`src/rtl/config_handshake_ctrl.sv`:
```
// UART link-configuration handshake sequencer between STR registers and TX/RX FIFOs.
// Optional retry/timeout logic is enabled by defining UART_CONFIG_TIMEOUT_EN.
module config_handshake_ctrl #(
  parameter int unsigned TIMEOUT_CYCLES = 50000,
  parameter int unsigned MAX_RETRY      = 3
) (
  input  logic       clk_i,
  input  logic       rst_i,
  input  logic       enable_config_i,
  input  logic       send_config_req_i,
  input  logic       set_std_config_i,
  input  logic [5:0] req_cfg_i,
  input  logic       tx_ready_i,
  output logic [7:0] tx_data_o,
  output logic       tx_write_o,
  input  logic [7:0] rx_data_i,
  input  logic       rx_valid_i,
  output logic       rx_cfg_frame_o,
  output logic       str_en_o,
  output logic [1:0] data_width_o,
  output logic [1:0] parity_mode_o,
  output logic [1:0] stop_bits_o,
  output logic       config_done_o,
  output logic       config_error_o
);

  // {SBID, PMID, DWID}: one stop bit, no parity, 8 data bits
  localparam logic [5:0] STD_CONFIGURATION = 6'b00_00_11;
  localparam logic [7:0] ACK_FRAME         = 8'h80;
  localparam logic [1:0] REQ_TAG           = 2'b01;

  if ((TIMEOUT_CYCLES == 0) || (MAX_RETRY > 32'h0000_FFFF)) begin : g_param_check
    $error("config_handshake_ctrl: TIMEOUT_CYCLES must be >= 1 and MAX_RETRY <= 65535");
  end

  typedef enum logic [2:0] {IDLE, SEND_REQ, WAIT_ACK, SEND_ACK, APPLY} state_t;

  state_t     state, state_nxt;
  logic [5:0] cfg_q, cfg_nxt;
  logic       ack_sent_q, ack_sent_nxt;
  logic [7:0] tx_data_nxt;
  logic       tx_write_nxt;
  logic       err_nxt;
  logic       ack_enter;
  logic       rx_is_req, rx_is_ack;

  assign rx_is_req = rx_valid_i && enable_config_i && (rx_data_i[7:6] == REQ_TAG);
  assign rx_is_ack = rx_valid_i && enable_config_i && (rx_data_i == ACK_FRAME);

  assign rx_cfg_frame_o = ((state == IDLE) && rx_is_req) ||
                          ((state == WAIT_ACK) && (rx_is_req || rx_is_ack));

`ifdef UART_CONFIG_TIMEOUT_EN
  localparam int unsigned TMO_W = $clog2(TIMEOUT_CYCLES + 1);
  localparam int unsigned RTY_W = (MAX_RETRY == 0) ? 1 : $clog2(MAX_RETRY + 1);

  logic [TMO_W-1:0] tmo_cnt_q;
  logic [RTY_W-1:0] retry_q;
  logic             tmo_clr, retry_clr, retry_inc;
  logic             timeout, retry_left;

  assign timeout    = (tmo_cnt_q >= TMO_W'(TIMEOUT_CYCLES - 1));
  assign retry_left = (retry_q < RTY_W'(MAX_RETRY));

  // Saturating wait counter and retry counter
  always_ff @(posedge clk_i or posedge rst_i) begin
    if (rst_i) begin
      tmo_cnt_q <= '0;
      retry_q   <= '0;
    end else begin
      if (tmo_clr)
        tmo_cnt_q <= '0;
      else if ((state == WAIT_ACK) && (tmo_cnt_q != {TMO_W{1'b1}}))
        tmo_cnt_q <= tmo_cnt_q + TMO_W'(1);
      if (retry_clr)
        retry_q <= '0;
      else if (retry_inc)
        retry_q <= retry_q + RTY_W'(1);
    end
  end
`endif

  // Next-state and registered-output decode
  always_comb begin
    state_nxt    = state;
    cfg_nxt      = cfg_q;
    ack_sent_nxt = 1'b0;
    tx_data_nxt  = tx_data_o;
    tx_write_nxt = 1'b0;
    err_nxt      = config_error_o;
    ack_enter    = 1'b0;
`ifdef UART_CONFIG_TIMEOUT_EN
    tmo_clr      = 1'b0;
    retry_clr    = 1'b0;
    retry_inc    = 1'b0;
`endif
    case (state)
      IDLE: begin
        if (rx_is_req) begin
          cfg_nxt   = rx_data_i[5:0];
          state_nxt = SEND_ACK;
          ack_enter = 1'b1;
        end else if (enable_config_i && (send_config_req_i || set_std_config_i)) begin
          cfg_nxt   = set_std_config_i ? STD_CONFIGURATION : req_cfg_i;
          err_nxt   = 1'b0;
          state_nxt = SEND_REQ;
`ifdef UART_CONFIG_TIMEOUT_EN
          retry_clr = 1'b1;
`endif
        end
      end
      SEND_REQ: begin
        if (tx_ready_i) begin
          tx_write_nxt = 1'b1;
          tx_data_nxt  = {REQ_TAG, cfg_q};
          state_nxt    = WAIT_ACK;
`ifdef UART_CONFIG_TIMEOUT_EN
          tmo_clr      = 1'b1;
`endif
        end
      end
      WAIT_ACK: begin
        if (rx_is_ack) begin
          state_nxt = APPLY;
        end else if (rx_is_req) begin
          err_nxt   = 1'b1;
          cfg_nxt   = rx_data_i[5:0];
          state_nxt = SEND_ACK;
          ack_enter = 1'b1;
        end
`ifdef UART_CONFIG_TIMEOUT_EN
        else if (timeout) begin
          if (retry_left) begin
            retry_inc = 1'b1;
            state_nxt = SEND_REQ;
          end else begin
            err_nxt   = 1'b1;
            state_nxt = IDLE;
          end
        end
`endif
      end
      SEND_ACK: begin
        if (ack_sent_q) begin
          state_nxt = APPLY;
        end else if (tx_ready_i) begin
          tx_write_nxt = 1'b1;
          tx_data_nxt  = ACK_FRAME;
          state_nxt    = APPLY;
        end
      end
      APPLY:   state_nxt = IDLE;
      default: state_nxt = IDLE;
    endcase
    // The ACK goes out on entry to SEND_ACK when the FIFO is already ready
    if (ack_enter && tx_ready_i) begin
      tx_write_nxt = 1'b1;
      tx_data_nxt  = ACK_FRAME;
      ack_sent_nxt = 1'b1;
    end
  end

  // State and output registers
  always_ff @(posedge clk_i or posedge rst_i) begin
    if (rst_i) begin
      state          <= IDLE;
      cfg_q          <= STD_CONFIGURATION;
      ack_sent_q     <= 1'b0;
      tx_data_o      <= '0;
      tx_write_o     <= 1'b0;
      str_en_o       <= 1'b0;
      data_width_o   <= STD_CONFIGURATION[1:0];
      parity_mode_o  <= STD_CONFIGURATION[3:2];
      stop_bits_o    <= STD_CONFIGURATION[5:4];
      config_done_o  <= 1'b1;
      config_error_o <= 1'b0;
    end else begin
      state          <= state_nxt;
      cfg_q          <= cfg_nxt;
      ack_sent_q     <= ack_sent_nxt;
      tx_data_o      <= tx_data_nxt;
      tx_write_o     <= tx_write_nxt;
      str_en_o       <= (state_nxt == APPLY);
      config_done_o  <= (state_nxt == IDLE);
      config_error_o <= err_nxt;
      if (state_nxt == APPLY) begin
        data_width_o  <= cfg_q[1:0];
        parity_mode_o <= cfg_q[3:2];
        stop_bits_o   <= cfg_q[5:4];
      end
    end
  end

endmodule

```
`config.mk`:
```
export PLATFORM = sky130hd
export DESIGN_NAME = config_handshake_ctrl
export DESIGN_NICKNAME = d
export VERILOG_FILES = /design/src/rtl/config_handshake_ctrl.sv
export SDC_FILE = /design/constraint.sdc
export NUM_CORES = 1
export LEC_CHECK = 0
export CAP_MARGIN = 15
export CORE_ASPECT_RATIO = 1.75
export CORE_MARGIN = 1
export CORE_UTILIZATION = 46
export DETAILED_ROUTE_END_ITERATION = 16
export PLACE_DENSITY = 0.84
export SLEW_MARGIN = 10
export SYNTH_ARGS = -nofsm -noshare
export SYNTH_HDL_FRONTEND = slang
export SYNTH_SLANG_ARGS = --single-unit
```
`constraint.sdc`:
```
create_clock -name clk_i -period 3.7 [get_ports clk_i]
set_input_delay 0.555 -clock clk_i [delete_from_list [all_inputs] [get_ports clk_i]]
set_output_delay 0.555 -clock clk_i [all_outputs]
set_load 0.02 [all_outputs]
```
==> flow_summary.toml <==
[setup_path]
path_delay_family = "buffers and inverters"
slowest_delay_ns = 0.63
path_class = "in2out"
critPathLaunchType = "input port"
cp.arrival_ns = 2.68
worstPathRequired_ns = 3.14
path_max_fanout = 2
slowest_stage = "clkdlybuf4s50_1"
cp-end-kind = "output pin"
cp.buffers_inverters = 2
rrSetupSlack_ns = 1.74
worstPathCellList = "clkdlybuf4s50_1 > or4b_1 > nor3_1 > a21oi_1 > nor3_1 > clkdlybuf4s50_1"

[yosys]
synthFlopType = "dfrtp_1"
syn_area_um2 = 1260
avgSynthCellArea_um2 = 12.4
synth.distinct_cells = 30
synth_top_area_share_pct = 45.6
synth-edff-count = 0
ys_seq_elements = 28
synth_warnings = 0
syn_inst = 102
yosys.area.top_type = "dfrtp_1"
seq_area_frac_synth_pct = 56.0
synth_nets = 123
async_flop_share_pct = 100
synth_area_leaders = "dfrtp_1 (46%), mux2_2 (14%), dfstp_2 (10%), a22o_1 (4.2%), a21oi_1 (2.8%)"

[clock_network]
clk_latency_ns = 0.27
cts_buffers = 3
cts_setup_buffers = 0
clockRootBuffer = "clkbuf_8"
cts_tree = "yes"
path_clk_slew_ns = 0.09
cts-hold-fix-buffers = 0
clock_path_buffers = 2
cts_resized = 0
clock_sinks = 28
htree_levels = 1

[die]
core_um2 = 2550
ioPinCount = 40
rows = 24
start_util_pct = 49.5
die_height_um = 71.3
dieArea_um2 = 2970
chipWidth_um = 41.6

[sta]
worstMarginPinSlew_ns = 1.03
min_period_over_period_pct = 87.4
finalHoldWorstSlack_ns = 0.488
slew_viol_final = 0
tns_ns = 0
rsz0062_at_grt = "false"
relSlewSlack_pct = 31.1
clock.fmax_ghz = 0.309
fin_crit_ns = 3.23
clock_skew_ns = 0.00104
setup_viol = 0
finalHoldViolations = 0

[power]
p_clk_share_pct = 17.4
net-switching-power_uw = 466
irDropWorstVdd_v = 0.000425
swShare_pct = 33.8
pwr-share-comb_pct = 42.7
power_density_nw_per_um2 = 778
p_int_uw = 913
p_leak_uw = 0.000784
seqPwrFrac_pct = 39.9

[routing]
via_per_inst = 5.86
vias = 990
first_pass_iters = 4
drc = 0
drtIter0Drc = 13
ant_nets = 0
wl_per_cell_um = 16.9
wirelength_um = 2860

[flow_run]
timing.max_cap.violations = 0

[place]
gp_congestion = 0.832
dp_hpwl_um = 2140
port_buffers = 39

[grt]
grt_start_max_net_pins = 29
groute.usage.overall_pct = 20.6
grt_pass1_vias = 1020
grt_pass1_wl_um = 4710
antenna_found_initial = 0
grt.overflow.total = 0

[worst_hold_path]
min-delay-path-class = "reg2reg"

[cells_and_area]
nets = 165
insertedDiodeCount = 0
area_growth_pct = 40.4
drive_above_1_share_pct = 20.3

[status]
status = "finished clean"
state kept, by name, summed over array words and instances, names as in the netlist:
name / flops
ack_sent_q: 1
cfg_q: 6
config_done_o: 1
config_error_o: 1
data_width_o: 2
parity_mode_o: 2
state: 3
stop_bits_o: 2
str_en_o: 1
tx_data_o: 8
tx_write_o: 1
metrics by stage:
step	utilization, %	worst slack [ns]	std cells	area (µm²)	total power (µW)
6_report	69.5	0.465	169	1770	1380
5_1_grt	69.5	0.362	169	1770	1450
4_1_cts	68.4	0.455	168	1750	1380
3_5_place_dp	65.6	0.465	164	1670	1140
3_3_place_gp	65.6	0.512	164	1670	1120
2_1_floorplan	-	1.25	102	1260	887
layer usage:
metal  up-vias  wire length, µm  global-route usage (%)
li1        460                -                       -
met1       499             1030                    22.3
met2        23             1670                    38.4
met3         8               61                    2.52
met4         0               91                    10.0
met5         -                0                       0
cells by family (layout without fill, tap and decap cells):
kind of cell    after synthesis  in the layout  share of synthesized area, %
simple gates                 25             25                          13.0
buf+inv                       9             50                          2.68
mux                          16             16                          14.3
flops                        28             28                          56.0
compound gates               24             24                          14.1
power groups by stage:
stage	sequential, µW	clock [µW]	combinational [µW]
3_3_place_gp	548	0	575
6_report	550	239	589
3_5_place_dp	559	0	585
4_1_cts	552	243	589
5_1_grt	570	256	629
2_1_floorplan	622	0	266
Yosys cell counts, types with 3 or more instances:
library cell  instances
a21oi_1               7
a22o_1                6
clkbuf_1              3
dfrtp_1              23
dfstp_2               5
inv_1                 6
mux2_2               16
nand2_1               3
nor2_1                4
nor2b_1               4
o21ai_0               3
worst paths after layout:
check / depth (start not counted) / start / end
max: 6 / rx_data_i[3] / rx_cfg_frame_o
min: 1 / tx_data_o[6] / tx_data_o[6]
max reg2reg: 4 / state[0] / cfg_q[5]
min reg2reg: 1 / tx_data_o[6] / tx_data_o[6]
max in group asynchronous: 3 / rst_i / cfg_q[1]
min in group asynchronous: 2 / rst_i / str_en_o
cell type report:
type | count | area (µm²)
inverter | 6 | 22.5
sequential | 28 | 707
timing repair buffer | 40 | 418
clock buffer | 3 | 41.3
multi-input combinational | 65 | 522
clock inverter | 1 | 30.0
tap | 26 | 32.5
fill | 188 | 779
worst register-to-register path: cells and delay by family (launching register included):
kind | cells | cell delay [ns]
AO/OA/AOI/OAI | 1 | 0.48
AND/OR/NAND/NOR | 1 | 0.14
multiplexers | 2 | 0.67
flip-flops | 1 | 0.56
layout by cell type (no fill, tap or decap):
cell             instances
clkdlybuf4s50_1         39
dfrtp_1                 23
mux2_2                  16
a21oi_1                  7
inv_1                    6
a22o_1                   6
dfstp_2                  5
nor2_1                   4
nor2b_1                  4
nand2_1                  3
o21ai_0                  3
clkbuf_8                 3
nor3b_1                  2
nor3_1                   2
a21o_1                   2
and4b_1                  1
nand4b_1                 1
or3b_2                   1
o2111ai_1                1
nand2b_1                 1
a311o_1                  1
or4b_1                   1
or4_1                    1
o41ai_2                  1
nand3b_2                 1
or4bb_1                  1
nand3b_1                 1
o311a_1                  1
o22ai_1                  1
and3_1                   1
a221oi_1                 1
bufinv_16                1
buf_16                   1
No activity file was read; power rests on OpenSTA's default activity.
